## src/rtl/rob_commit_pkg.sv

```systemverilog
// Shared ROB parameters and entry layout for the Tomasulo core
// (also used by the add/mul reservation stations).
package rob_commit_pkg;

    localparam int unsigned DEPTH  = 8;
    localparam int unsigned TAG_W  = 3;
    localparam int unsigned REG_W  = 4;
    localparam int unsigned DATA_W = 16;
    localparam int unsigned NREGS  = 16;

    localparam logic [TAG_W:0] NO_TAG   = (TAG_W+1)'(DEPTH);
    localparam logic [TAG_W:0] FULL_CNT = (TAG_W+1)'(DEPTH);

    typedef struct packed {
        logic              busy;
        logic              done;
        logic [REG_W-1:0]  dest;
        logic [DATA_W-1:0] value;
    } rob_entry_t;

    function automatic logic [TAG_W:0] tag_ext(input logic [TAG_W-1:0] t);
        return {1'b0, t};
    endfunction

endpackage

```

## src/rtl/rob_status_table.sv

```systemverilog
// Register status (rename) table: producer ROB tag per architectural
// register, or NO_TAG when the value lives in the register bank.
module rob_status_table
    import rob_commit_pkg::*;
(
    input  logic             clk1,
    input  logic             rst,
    input  logic             set_en,
    input  logic [REG_W-1:0] set_reg,
    input  logic [TAG_W-1:0] set_tag,
    input  logic             clr_en,
    input  logic [REG_W-1:0] clr_reg,
    input  logic [TAG_W-1:0] clr_tag,
    input  logic [REG_W-1:0] rd_reg,
    output logic [TAG_W:0]   rd_tag
);

    logic [TAG_W:0] tbl [NREGS];

    always_ff @(posedge clk1) begin
        if (rst) begin
            for (int unsigned i = 0; i < NREGS; i++) begin
                tbl[i] <= NO_TAG;
            end
        end else begin
            // set is written last so an allocation to the same register wins
            if (clr_en && (tbl[clr_reg] == tag_ext(clr_tag))) begin
                tbl[clr_reg] <= NO_TAG;
            end
            if (set_en) begin
                tbl[set_reg] <= tag_ext(set_tag);
            end
        end
    end

    assign rd_tag = tbl[rd_reg];

endmodule

```

## src/rtl/rob_commit.sv

```systemverilog
// Reorder buffer: one allocation per cycle, CDB result capture,
// strictly in-order retire through a registered register-bank write port.
module rob_commit
    import rob_commit_pkg::*;
(
    input  logic              clk1,
    input  logic              rst,
    input  logic              iss_valid,
    input  logic [REG_W-1:0]  iss_dest,
    output logic              iss_ready,
    output logic [TAG_W-1:0]  iss_tag,
    input  logic              cdb_valid,
    input  logic [TAG_W-1:0]  cdb_tag,
    input  logic [DATA_W-1:0] cdb_data,
    input  logic [REG_W-1:0]  rd_reg,
    output logic [TAG_W:0]    rd_tag,
    output logic              rd_ready,
    output logic [DATA_W-1:0] rd_data,
    output logic              cmt_valid,
    output logic [REG_W-1:0]  cmt_reg,
    output logic [DATA_W-1:0] cmt_data,
    output logic [TAG_W:0]    count,
    output logic              full,
    output logic              empty
);

    rob_entry_t       rob [DEPTH];
    logic [TAG_W-1:0] head_p;
    logic [TAG_W-1:0] tail_p;
    logic [TAG_W:0]   cnt;
    logic             do_alloc;
    logic             do_commit;
    logic             cdb_hit;
    logic [TAG_W-1:0] lk_tag;

    assign full      = (cnt == FULL_CNT);
    assign empty     = (cnt == '0);
    assign iss_ready = !full;
    assign iss_tag   = tail_p;
    assign count     = cnt;

    assign do_alloc  = iss_valid && !full;
    assign do_commit = rob[head_p].busy && rob[head_p].done;
    assign cdb_hit   = cdb_valid && rob[cdb_tag].busy && !rob[cdb_tag].done;

    always_ff @(posedge clk1) begin
        if (rst) begin
            head_p    <= '0;
            tail_p    <= '0;
            cnt       <= '0;
            cmt_valid <= 1'b0;
            cmt_reg   <= '0;
            cmt_data  <= '0;
            for (int unsigned i = 0; i < DEPTH; i++) begin
                rob[i] <= '0;
            end
        end else begin
            cmt_valid <= do_commit;
            if (do_commit) begin
                cmt_reg          <= rob[head_p].dest;
                cmt_data         <= rob[head_p].value;
                rob[head_p].busy <= 1'b0;
                rob[head_p].done <= 1'b0;
                head_p           <= head_p + 1'b1;
            end
            if (cdb_hit) begin
                rob[cdb_tag].done  <= 1'b1;
                rob[cdb_tag].value <= cdb_data;
            end
            // tail entry is never busy when not full, so no overlap with commit/CDB
            if (do_alloc) begin
                rob[tail_p].busy  <= 1'b1;
                rob[tail_p].done  <= 1'b0;
                rob[tail_p].dest  <= iss_dest;
                rob[tail_p].value <= '0;
                tail_p            <= tail_p + 1'b1;
            end
            case ({do_alloc, do_commit})
                2'b10:   cnt <= cnt + 1'b1;
                2'b01:   cnt <= cnt - 1'b1;
                default: cnt <= cnt;
            endcase
        end
    end

    rob_status_table u_status (
        .clk1    (clk1),
        .rst     (rst),
        .set_en  (do_alloc),
        .set_reg (iss_dest),
        .set_tag (tail_p),
        .clr_en  (do_commit),
        .clr_reg (rob[head_p].dest),
        .clr_tag (head_p),
        .rd_reg  (rd_reg),
        .rd_tag  (rd_tag)
    );

    assign lk_tag = rd_tag[TAG_W-1:0];

    always_comb begin
        rd_ready = 1'b0;
        rd_data  = '0;
        if (!rd_tag[TAG_W]) begin
            if (rob[lk_tag].done) begin
                rd_ready = 1'b1;
                rd_data  = rob[lk_tag].value;
            end else if (cdb_valid && (cdb_tag == lk_tag)) begin
                rd_ready = 1'b1;
                rd_data  = cdb_data;
            end
        end
    end

endmodule

```

## config.mk

```make
export PLATFORM = sky130hd
export DESIGN_NAME = rob_commit
export DESIGN_NICKNAME = d
export VERILOG_FILES = /design/src/rtl/rob_commit_pkg.sv /design/src/rtl/rob_status_table.sv /design/src/rtl/rob_commit.sv
export SDC_FILE = /design/constraint.sdc
export NUM_CORES = 1
export LEC_CHECK = 0
export ABC_CLOCK_PERIOD_IN_PS = 8000
export CORE_ASPECT_RATIO = 0.6
export CORE_MARGIN = 2
export CORE_UTILIZATION = 31
export CTS_CLUSTER_DIAMETER = 50
export DETAILED_ROUTE_END_ITERATION = 10
export GPL_TIMING_DRIVEN = 1
export PLACE_DENSITY_LB_ADDON = 0.2
export SYNTH_ARGS = -nofsm -noshare
export SYNTH_HDL_FRONTEND = slang
export SYNTH_HIERARCHICAL = 1
export SYNTH_SLANG_ARGS = --single-unit
```

## constraint.sdc

```tcl
create_clock -name clk1 -period 8 [get_ports clk1]
set_input_delay 1.2 -clock clk1 [delete_from_list [all_inputs] [get_ports clk1]]
set_output_delay 1.2 -clock clk1 [all_outputs]
set_load 0.02 [all_outputs]
```

==> results by group <==
Status
  – Status: finished clean

Logic synthesis
  – Adder-cell share of the synthesized area: 0.00343
  – Avg Cell Area, Syn: 10.1 um2
  – Synth async-reset ratio: 0
  – Seq cells post-synth: 274
  – Compound-Gate Fraction of Synth Area: 0.0941
  – Mapped Cells: 1,449
  – Largest family of logic cells by synthesized area: simple AND/OR/NAND/NOR gates
  – Post-synthesis simple-gate area fraction: 0.205
  – Synth Area in XOR/XNOR: 0.0108
  – Synthesis warning total: 6
  – Syn nets: 1,484
  – Post-synth top area share: 0.266
  – Main synth FF type: dfxtp_1
  – Largest area contributor in the netlist: dfxtp_1
  – Synth area leaders: dfxtp_1, edfxtp_1, mux4_2, a21oi_1, nand2_1
  – Synth cell types: 70
  – Synth Cell Area: 0.0146 mm2
  – Register area share after synthesis: 0.431
  – EDFF count, synth: 80
  – Mux contribution to synthesized area: 0.205

Final layout
  – Final instance area: 0.0170 mm2
  – N_diodes: 0
  – Final net count: 1,484
  – Multi-input gate area: 0.00762 mm2
  – Fillers: 4,617
  – Share of cells above drive strength 1: 0.159
  – FF+latch area: 0.00629 mm2
  – Area grow syn2layout: 16.1%
  – Largest register by flop count: rob
  – Max reg flops: 176
  – Biggest regs: rob x176, u_status/tbl x64, cmt_data x16

Timing
  – Fin crit period: 7150 ps
  – Period utilization: 0.894
  – Worst-margin pin slew: 1100 ps
  – Rel. slew slack: 0.265
  – Max Clock Skew: 37.3 ps
  – Slew Limit Fails: 0
  – Max Freq: 0.140 GHz
  – Final Hold Vio Count: 0
  – RSZ-0062 raised after global routing: no
  – Setup WS post-layout: 845 ps
  – Hold slack: 480 ps
  – Sum Neg Setup Slack: 0 ps
  – Final setup vio count: 0

Critical path
  – Arr. time, crit path: 5950 ps
  – Cells on worst reg2reg path: 8
  – Critical path's most frequent cell: mux4_2
  – Setup slack, reg-to-reg: 3590 ps
  – Max incr delay on CP: 1000 ps
  – RR Endpoint: u_status/tbl[2][1]$_SDFFCE_PN0P_
  – Crit-path cells: clkdlybuf4s50_1 -> mux4_2 -> mux4_2 -> mux4_2 -> mux2_2 -> a41oi_1 -> or2_1 -> a211oi_1 -> clkdlybuf4s50_1
  – WP data required: 6800 ps
  – Crit path to: rd_data[3]
  – Endpoint class of the critical path: primary output
  – CP bufs+invs: 2
  – CP Max Fanout: 36
  – CP Depth: 9
  – Top delay family on crit path: multiplexers
  – CP Launch Point: rd_reg[1]
  – Slowest library cell on the worst path: clkdlybuf4s50_1
  – Worst Setup Path Type: in -> out
  – Worst Setup Start Kind: input port

Clock tree
  – CTS tree: done
  – CTS max path bufs: 3
  – Post-CTS Hold Buffers: 0
  – Sink Count: 274
  – Post-CTS resize count: 0
  – Total CTS buffers: 36
  – CTS clk-pin slew, worst paths: 60 ps
  – H-Tree Depth: 2
  – Clk_lat worst skew: 550 ps
  – Root Buffer: clkbuf_16
  – Setup bufs post-CTS: 0

Placed design
  – Dpl hpwl: 34.5 mm
  – # port buffers: 82
  – Placement Cell Area: 0.0157 mm2
  – RD Place Congestion: 0.917
  – Place WS: 841 ps

Routing
  – # DRC: 0
  – First-pass detailed-route iteration total: 5
  – Routed Antenna Nets: 0
  – Avg WL per Cell: 24.2 um
  – Drt total wl: 50.9 mm
  – Vias: 11,700
  – Vias per cell: 5.55
  – Iteration-0 DRC Markers: 1,192

Global route
  – Initial antenna violation count: 0
  – GRT Residual Overflow: 0
  – Largest net degree at the start of global routing: 92
  – Total GRT Usage: 0.207
  – Vias in the first global route: 11,000
  – Global-route wire length before repair: 74.9 mm

Worst hold path
  – HP Class: reg -> reg
  – Worst Hold Depth: 2

Floorplan
  – CORE AREA: 0.0464 mm2
  – Starting density of the core: 0.315
  – Die width: 284 um
  – Die ar.: 0.0489 mm2
  – Rows: 61
  – IO Pins: 83
  – Die Ht: 172 um

Power and ir drop
  – Power density cells: 205 mW/mm2
  – Worst vdd ir: 0.000149 V
  – Static Leakage: 5.61 nW

Run
  – Number of max-cap violations: 0
[tightest hold or removal path, cell delays in order (launching register included)]
cell and delay (ps):
dfxtp_1 320, nand2_1 60, o21bai_1 50
[routing by layer]
| metal | part of all wire | track usage | wire length (um) | vias to the layer above |
|---|---|---|---|---|
| met3 | 0.10 | 0.0639 | 5160 | 62 |
| met1 | 0.49 | 0.310 | 24700 | 5811 |
| met5 | 0.0028 | 0.0220 | 141 | - |
| met4 | 0.016 | 0.0437 | 804 | 4 |
| met2 | 0.39 | 0.285 | 20000 | 521 |
| li1 | - | - | - | 5284 |
[power by group]
| group | total [mW] | internal, mW | switching (mW) | leakage (nW) |
|---|---|---|---|---|
| sequential | 1.48 | 1.45 | 0.0265 | 2.39 |
| combinational | 0.296 | 0.111 | 0.185 | 2.59 |
| clock | 1.70 | 1.01 | 0.686 | 0.619 |
[synthesized netlist by cell type (all sizes together), types with 4 or more instances]
library cell,count
ha,4
nand4,14
nand2,185
nor4b,6
o311ai,4
inv,9
xnor2,7
nor2,100
mux4,99
nor4,8
a31o,5
nor3,15
nand2b,9
and3,6
nor3b,10
and2,90
dfxtp,194
buf,65
edfxtp,80
mux2,10
xor2,5
mux2i,64
a211oi,32
a22oi,8
clkbuf,74
a21oi,155
nand3,138
o22ai,6
nor2b,7
or2,10
o2bb2ai,4
[placed cells by master (no fill, tap or decap), drive strengths merged, types with 21 or more instances in the layout]
| cell type | instances |
|---|---|
| mux2i | 64 |
| edfxtp | 80 |
| mux4 | 99 |
| clkbuf | 46 |
| nor2 | 100 |
| clkdlybuf4s50 | 81 |
| inv | 21 |
| a211oi | 32 |
| nand3 | 138 |
| dfxtp | 194 |
| a21oi | 155 |
| and2 | 90 |
| nand2 | 185 |
[area by class of cell]
| cell class | instances | area share |
|---|---|---|
| Tap cell | 630 | 0.0465 |
| Clock inverter | 19 | 0.0125 |
| Inverter | 10 | 0.00236 |
| Clock buffer | 46 | 0.0615 |
| Multi-Input combinational cell | 1026 | 0.449 |
| Timing Repair Buffer | 101 | 0.0567 |
| Sequential cell | 274 | 0.371 |
[cell families after synthesis]
kind of cell	Yosys count
multiplexers	173
AND/OR/NAND/NOR	608
XOR/XNOR	12
adder cells (fa/ha/maj)	4
flip-flops	274
AO/OA/AOI/OAI	229
buffers and inverters	149
[per-stage QoR]
stage / total power, mW / util / cells
2_1_floorplan: 1.70 / - / 1449
3_3_place_gp: 1.80 / 0.338 / 2041
3_5_place_dp: 1.80 / 0.338 / 2041
4_1_cts: 3.50 / 0.365 / 2106
5_1_grt: 3.58 / 0.365 / 2106
6_report: 3.47 / 0.365 / 2106
[how the worst min path moves through the flow]
stage | start | to | slack (ps)
5_1_grt | rob[7][4]$_SDFFE_PN0P_ | rob[7][4]$_SDFFE_PN0P_ | 500
3_3_place_gp | rob[2][21]$_SDFFE_PN1P_ | rob[2][21]$_SDFFE_PN1P_ | 460
6_report | rob[2][21]$_SDFFE_PN1P_ | rob[2][21]$_SDFFE_PN1P_ | 480
3_5_place_dp | rob[2][21]$_SDFFE_PN1P_ | rob[2][21]$_SDFFE_PN1P_ | 470
4_1_cts | rob[2][21]$_SDFFE_PN1P_ | rob[2][21]$_SDFFE_PN1P_ | 480
2_1_floorplan | rob[2][21]$_SDFFE_PN1P_ | rob[2][21]$_SDFFE_PN1P_ | 440
No activity file was read; power rests on OpenSTA's default activity.
